**config.mk**
```make
export PLATFORM = sky130hd
export DESIGN_NAME = pattern_fill_engine
export DESIGN_NICKNAME = d
export VERILOG_FILES = /design/src/rtl/pattern_fill_engine.sv
export SDC_FILE = /design/constraint.sdc
export NUM_CORES = 1
export LEC_CHECK = 0
export CORE_MARGIN = 4
export CORE_UTILIZATION = 28
export CTS_BUF_LIST = sky130_fd_sc_hd__clkbuf_2
export CTS_CLUSTER_SIZE = 12
export DETAILED_ROUTE_END_ITERATION = 10
export GPL_TIMING_DRIVEN = 0
export PLACE_DENSITY = 0.58
export SYNTH_ARGS = -nofsm -noshare
export SYNTH_HDL_FRONTEND = slang
export SYNTH_SLANG_ARGS = --single-unit
```
**constraint.sdc**
```tcl
create_clock -name clk -period 2.2 [get_ports clk]
set_clock_uncertainty 0.1 [all_clocks]
set_input_delay 0.33 -clock clk [delete_from_list [all_inputs] [get_ports clk]]
set_output_delay 0.33 -clock clk [all_outputs]
set_load 0.1 [all_outputs]
```
**src/rtl/pattern_fill_engine.sv**
```systemverilog
// Restartable VRAM test-pattern writer: walks an FB_WIDTH x FB_HEIGHT framebuffer
// and writes one 16-bit pattern word per pixel over the sel/wr/ack handshake.
module pattern_fill_engine #(
    parameter int          FB_WIDTH  = 128,
    parameter int          FB_HEIGHT = 128,
    parameter logic [31:0] ADDR_BASE = 32'h0,
    parameter int          CELL_LOG2 = 3,
    parameter int          BAR_LOG2  = 4
) (
    input  logic        clk,
    input  logic        reset_ni,
    input  logic        start_i,
    input  logic        abort_i,
    input  logic [1:0]  mode_i,
    input  logic [15:0] color0_i,
    input  logic [15:0] color1_i,
    output logic        busy_o,
    output logic        done_o,
    output logic        aborted_o,
    input  logic        vram_ack_i,
    output logic        vram_sel_o,
    output logic        vram_wr_o,
    output logic [3:0]  vram_mask_o,
    output logic [31:0] vram_addr_o,
    output logic [15:0] vram_data_out_o
);

    localparam int XW = (FB_WIDTH  > 1) ? $clog2(FB_WIDTH)  : 1;
    localparam int YW = (FB_HEIGHT > 1) ? $clog2(FB_HEIGHT) : 1;
    localparam logic [XW-1:0] X_LAST = XW'(FB_WIDTH - 1);
    localparam logic [YW-1:0] Y_LAST = YW'(FB_HEIGHT - 1);

    localparam logic [1:0] MODE_SOLID   = 2'd0;
    localparam logic [1:0] MODE_RAMP    = 2'd1;
    localparam logic [1:0] MODE_CHECKER = 2'd2;

    typedef enum logic [1:0] {S_IDLE, S_ISSUE, S_WAIT, S_DONE} state_t;

    state_t        state, state_n;
    logic [XW-1:0] x, x_n;
    logic [YW-1:0] y, y_n;
    logic [31:0]   idx, idx_n;
    logic [1:0]    mode_q, mode_n;
    logic [15:0]   c0_q, c0_n, c1_q, c1_n;
    logic          abort_pend, abort_pend_n;
    logic          sel_n, wr_n, busy_n, done_n, aborted_n;
    logic [31:0]   addr_n;
    logic [15:0]   data_n;

    logic [31:0]   xe, ye;
    logic          checker_on;
    logic [2:0]    bar_k;
    logic [15:0]   pixel;

    assign xe = 32'(x);
    assign ye = 32'(y);
    assign checker_on = ((((xe >> CELL_LOG2) ^ (ye >> CELL_LOG2)) & 32'd1) != 32'd0);
    assign bar_k = 3'((xe >> BAR_LOG2) & 32'd7);

    always_comb begin
        case (mode_q)
            MODE_SOLID:   pixel = c0_q;
            MODE_RAMP:    pixel = idx[15:0];
            MODE_CHECKER: pixel = checker_on ? c1_q : c0_q;
            default:      pixel = {bar_k[2] ? 5'h1F : 5'h00,
                                   bar_k[1] ? 6'h3F : 6'h00,
                                   bar_k[0] ? 5'h1F : 5'h00};
        endcase
    end

    always_comb begin
        state_n      = state;
        x_n          = x;
        y_n          = y;
        idx_n        = idx;
        mode_n       = mode_q;
        c0_n         = c0_q;
        c1_n         = c1_q;
        abort_pend_n = abort_pend;
        sel_n        = vram_sel_o;
        wr_n         = vram_wr_o;
        addr_n       = vram_addr_o;
        data_n       = vram_data_out_o;
        busy_n       = busy_o;
        done_n       = 1'b0;
        aborted_n    = aborted_o;
        case (state)
            S_IDLE: begin
                if (start_i) begin
                    mode_n       = mode_i;
                    c0_n         = color0_i;
                    c1_n         = color1_i;
                    x_n          = '0;
                    y_n          = '0;
                    idx_n        = '0;
                    abort_pend_n = 1'b0;
                    aborted_n    = 1'b0;
                    busy_n       = 1'b1;
                    state_n      = S_ISSUE;
                end
            end
            S_ISSUE: begin
                abort_pend_n = abort_pend | abort_i;
                sel_n        = 1'b1;
                wr_n         = 1'b1;
                addr_n       = ADDR_BASE + idx;
                data_n       = pixel;
                state_n      = S_WAIT;
            end
            S_WAIT: begin
                // An abort only takes effect once the outstanding write is acknowledged
                abort_pend_n = abort_pend | abort_i;
                if (vram_ack_i) begin
                    sel_n = 1'b0;
                    wr_n  = 1'b0;
                    if ((x == X_LAST && y == Y_LAST) || abort_pend_n) begin
                        done_n    = 1'b1;
                        busy_n    = 1'b0;
                        aborted_n = abort_pend_n;
                        state_n   = S_DONE;
                    end else begin
                        if (x == X_LAST) begin
                            x_n = '0;
                            y_n = y + YW'(1);
                        end else begin
                            x_n = x + XW'(1);
                        end
                        idx_n   = idx + 32'd1;
                        state_n = S_ISSUE;
                    end
                end
            end
            default: begin
                state_n = S_IDLE;
            end
        endcase
    end

    always_ff @(posedge clk or negedge reset_ni) begin
        if (!reset_ni) begin
            state           <= S_IDLE;
            x               <= '0;
            y               <= '0;
            idx             <= '0;
            mode_q          <= '0;
            c0_q            <= '0;
            c1_q            <= '0;
            abort_pend      <= 1'b0;
            vram_sel_o      <= 1'b0;
            vram_wr_o       <= 1'b0;
            vram_mask_o     <= 4'hF;
            vram_addr_o     <= '0;
            vram_data_out_o <= '0;
            busy_o          <= 1'b0;
            done_o          <= 1'b0;
            aborted_o       <= 1'b0;
        end else begin
            state           <= state_n;
            x               <= x_n;
            y               <= y_n;
            idx             <= idx_n;
            mode_q          <= mode_n;
            c0_q            <= c0_n;
            c1_q            <= c1_n;
            abort_pend      <= abort_pend_n;
            vram_sel_o      <= sel_n;
            vram_wr_o       <= wr_n;
            vram_mask_o     <= 4'hF;
            vram_addr_o     <= addr_n;
            vram_data_out_o <= data_n;
            busy_o          <= busy_n;
            done_o          <= done_n;
            aborted_o       <= aborted_n;
        end
    end

endmodule
```
[Word level (Yosys, flattened, before mapping)]
Cells that the tools add are included.
Storage, ports and cells
  register bits: 135
  input port bits: 39
  output and inout bits: 57
Operators by class
  $add $sub $neg: 3
  equality and inequality tests: 11
  mux-type cells: 36
  bitwise logic cells: 2
  reductions and logical operators: 15
Operators with widths (number)
  $mux 32: 3
  $pmux 32 s2: 1
  $mux 7: 7
  $pmux 16 s3: 1
  $add 32x1->32 const B: 1
  $pmux 7 s2: 2
  $mux 16: 1
  $add 7x1->7 const B: 2
  $eq 7x7->1 const B: 2
  $mux 1: 10
  $mux 5: 2
  $ne 2x2->1 const B: 5
  $pmux 1 s2: 4
  $reduce_and 2->1: 4
  $reduce_and 4->1: 2
  $mux 2: 3
  $mux 6: 1
  $pmux 2 s3: 1
  $reduce_bool 2->1: 3
  $reduce_and 5->1: 1
  $eq 2x1->1 const B: 2
  $eq 2x2->1 const B: 2
  $logic_not 2->1: 2
  $reduce_or 2->1: 1
  4 further kinds: 4

[Depth between registers and ports, before layout]
  word-level depth: 6
  mapped depth: 10
  gate-level depth less buffers: 7

[Worst setup path before layout]
Ideal clock, no wire load.
  path type: register to register
  start point: reg state[0]
  end point: reg idx[23]
  arrival time: 1.971 ns
  path slack: 0.051 ns
  cell stages (with the launch flop): 10
  period minus slack after synthesis: 2.149 ns
  cells stage by stage: dfrtp_1 inv_1 ha_1 buf_2 mux2i_1 a21oi_4 nand3_2 buf_6 or4_1 a21oi_1
Between the ends
  cells in the longest elaborated chain, start to end: 3
Ends and longest elaborated chain
  from (decl): line 39  | state_t state, state_n;
  from (signal assigned): line 158  | state <= state_n;
  $eq 2x2->1 or $logic_not 2->1 (tied branches): line 87  | case (state)
  $ne 2x2->1 (no source line) or $reduce_bool 2->1 (tied branches)
  $reduce_and 4->1 (no source line)
  to (signal assigned): line 161  | idx <= idx_n;
  to (decl): line 42  | logic [31:0] idx, idx_n;
Several ways; a longest one is shown, not always the timed one.
A chain may end at the register's enable or synchronous reset.

[Worst setup path in the final report]
  start point: reg state[1]
  end point: reg idx[23]
The elaborated chain is that of the path after synthesis.

==> results.txt <==
----------------------------------------------------
[Clock network]
  Clock H-tree levels ... 4
  TritonCTS clock tree ... yes
  Clock sink count ... 135
  Insertion delay to the later sink of the worst-skew pair ... 710 ps
  TritonCTS buffer count ... 17
  Root buf cell ... clkbuf_2
  Clock-pin slew on the worst setup and hold paths ... 190 ps
  Number of buffers between clock root and the deepest sink ... 2

[Timing]
  RSZ-0062 raised after global routing ... true
  Final setup fails ... 10
  Setup slack after layout ... -80.13 ps
  Normalized max-slew margin ... 0.5090
  Slew Viols, Final ... 0
  Period Utilization, post-route ... 1.036
  Max frequency ... 438.6 MHz
  Hold Violations, Final ... 0
  Post-Route Setup TNS ... -455.2 ps
  Final hold slack ... 44.60 ps
  Slew at the pin with the worst max-slew slack ... 736.5 ps
  Shortest clock period the worst path allows after layout ... 2280 ps

[Worst setup path]
  Worst path most repeated cell ... buf_6
  R2r endpoint ... idx[23]$_DFFE_PN0P_
  Number of buffer and inverter instances along the worst setup path ... 4
  Number of cells traversed by the worst register-to-register path ... 9
  Source of the worst register-to-register timing path ... state[1]$_DFFE_PN0P_
  Critical path launch point type ... flip-flop
  Reg2reg setup slack ... -80 ps
  Critical path arrival ... 2800 ps
  Highest fanout seen on the critical path ... 6
  Critical path class ... flip-flop to flip-flop
  Setup crit start ... state[1]$_DFFE_PN0P_
  Crit-path leading delay family ... simple AND/OR/NAND/NOR gates
  Crit path max-delay cell type ... or4_1
  CP endpoint kind ... flip-flop
  Largest stage delay on the critical path ... 460 ps
  Crit path cell chain ... buf_6, ha_4, buf_6, buf_6, a21oi_4, nand3_2, buf_6, or4_1, a21oi_1
  Worst endpoint required time ... 2720 ps

[Floorplanning]
  I/O pin total ... 96
  Area of the core ... 22780 sq um
  Initial core utilization ... 0.2859
  Site Rows ... 55
  Die span in x ... 160.5 um
  Die area ... 25760 sq um
  Die Height ... 160.5 um

[Synthesis]
  Post-synth top area cell ... dfrtp_1
  Count of warnings emitted by yosys ... 0
  Most used DFF post-synth ... dfrtp_1
  Cell Area, Synth ... 6511 sq um
  FFs w/ async S/R, synth ... 1.000
  Cell types with the highest counts after synthesis ... 135 x dfrtp_1, 67 x mux2_2, 67 x nand2_1, 35 x a21oi_1, 34 x nor2_1
  Sequential share of the synthesized area ... 0.5188
  Count of flip-flops with a built-in enable after synthesis ... 0
  Count of state elements after synthesis ... 135
  Unique cell type count in the Yosys netlist ... 56
  Cell count after synthesis ... 592
  Count leader, synth ... dfrtp_1
  Area share of the largest cell type after synthesis ... 0.5188
  Syn_area_per_cell ... 11.00 sq um
  Top area cells in the synthesized netlist ... dfrtp_1 52%, mux2_2 12%, nand2_1 3.9%, mux2i_1 2.8%, a21oi_1 2.7%

[Place]
  HPWL reported at the end of detailed placement ... 12250 um
  Cell total after placement ... 1000
  Number of input and output port buffers inserted ... 91
  Global placement routability congestion ... 0.7650

[Route]
  Wire length per cell after detailed routing ... 16.71 um
  DR pass1 iterations ... 5
  Residual DRC count ... 0
  Number of DRC markers in iteration 0 ... 225
  Post-detailed-route count of antenna-violating nets ... 0
  Vias ... 5246
  Wire length after detailed routing ... 17750 um
  Via-per-instance ratio ... 4.940

[Run status]
  Violated checks ... setup timing
  Status ... finished, violations left

[Layout]
  Final non-filler cell total ... 1062
  Fraction of final layout cells sized beyond drive strength 1 ... 0.3605
  Nets ... 781
  Area growth, synth to finish ... 31.90%
  Number of filler cells placed in the layout ... 2302
  Inserted Diodes ... 0

[Pwr]
  Ratio of total power to cell area ... 1185 nW/um^2
  Leakage power figure ... 3.642 nW
  Worst voltage drop across the vdd grid ... 937.5 uV
  Total power consumption of the routed design ... 10.18 mW

[Global route]
  Grt ovf ... 0
  First-pass GRT wire length ... 28580 um
  Total GRT Usage ... 0.1394
  Via count of the first global-routing pass ... 5108
  Largest net degree at the start of global routing ... 70
  Number of antenna violations at the first check in global routing ... 1

[Job]
  Max-cap violations ... 0

[Hold path]
  Class of the tightest hold or removal check ... primary input to async pin

----------------------------------------------------
==> worst max-delay path by stage <==
| stage | to | depth (start not counted) |
|---|---|---|
| floorplan | idx[23]$_DFFE_PN0P_ | 9 |
| global placement | abort_pend$_DFFE_PN0P_ | 1 |
| detailed placement | y[6]$_DFFE_PN0P_ | 5 |
| CTS | idx[23]$_DFFE_PN0P_ | 9 |
| global route | idx[23]$_DFFE_PN0P_ | 9 |
| finish | idx[23]$_DFFE_PN0P_ | 9 |
==> cell type report <==
class	instances	area [sq um]	area share
Multi-Input combinational cell	416	3161	0.3680
Clock inverter	12	133.9	0.01559
Timing Repair Buffer	127	1180	0.1374
Tap cell	313	391.6	0.04560
Buffer	33	206.4	0.02404
Inverter	6	22.52	0.002622
Sequential cell	135	3393	0.3951
Clock buffer	20	100.1	0.01166
==> power by group <==
group          total, mW  internal, mW  switching, mW  leakage, nW
Sequential          3.60          3.11          0.491         1.74
Clock               1.53         0.625          0.909        0.143
Combinational       5.04          1.74           3.30         1.76
==> cell usage in the layout, fill, tap and decap left out, types with 6 or more instances in the layout <==
cell type	instances
buf_4	34
a21oi_1	29
xnor2_1	8
or3_1	6
nand2_1	66
o21ai_0	9
mux2_2	67
clkdlybuf4s50_1	37
clkinv_1	6
nand4_1	11
a21oi_2	6
clkdlybuf4s18_2	13
clkbuf_2	31
clkbuf_1	9
nand3_1	28
o32a_1	16
nor2_1	32
mux2i_1	17
dfrtp_1	123
buf_2	17
clkdlybuf4s15_2	24
or4_1	7
dfrtp_2	12
buf_6	12
==> flip-flops by register name, summed over array words and instances, names as in the netlist <==
| signal | count |
|---|---|
| done_o | 1 |
| state | 2 |
| vram_data_out_o | 16 |
| x | 7 |
| c1_q | 16 |
| abort_pend | 1 |
| y | 7 |
| aborted_o | 1 |
| idx | 32 |
| c0_q | 16 |
| busy_o | 1 |
| vram_wr_o | 1 |
| mode_q | 2 |
| vram_addr_o | 32 |
==> worst register-to-register path, stage by stage, from the launching register on <==
cell,delay [ps]
dfrtp_1,430
buf_6,130
ha_4,160
buf_6,110
buf_6,110
a21oi_4,240
nand3_2,160
buf_6,170
or4_1,460
a21oi_1,140
==> metal layers <==
metal,wire length (um),up-vias,global-route usage
li1,-,2457,-
met1,8556,2612,0.2020
met2,7808,152,0.2063
met3,1088,23,0.03669
met4,280,2,0.03715
met5,13,-,0
==> logic make-up after synthesis <==
kind of cell    Yosys count  synth area share
fa+ha+maj                 6           0.01153
xor+xnor                 13           0.01749
flops                   135            0.5188
mux                      85            0.1435
compound gates           98            0.1040
simple gates            210            0.1739
other cells               1         0.0005759
buf+inv                  44           0.03017
==> what timing repair did <==
item / CTS / global route
resized for setup: 220 / 76
cloned: 1 / 0
hold endpoints to repair: 135 / 0
hold buffers: 1 / 0
pin swaps: 21 / 10
buffers inserted: 26 / 7
endpoints found under the setup margin: 148 / 109
==> per-stage QoR <==
stage | worst slack [ps] | utilization | cell area [sq um]
after floorplan | 50.99 | - | 6523
after global placement | -4985 | 0.3435 | 7825
after detailed placement | -631.9 | 0.3448 | 7854
after CTS | -78.88 | 0.3736 | 8509
after global routing | -153.1 | 0.3770 | 8588
final | -80.13 | 0.3770 | 8588
Note: power is estimated with default switching activity, not from simulation.
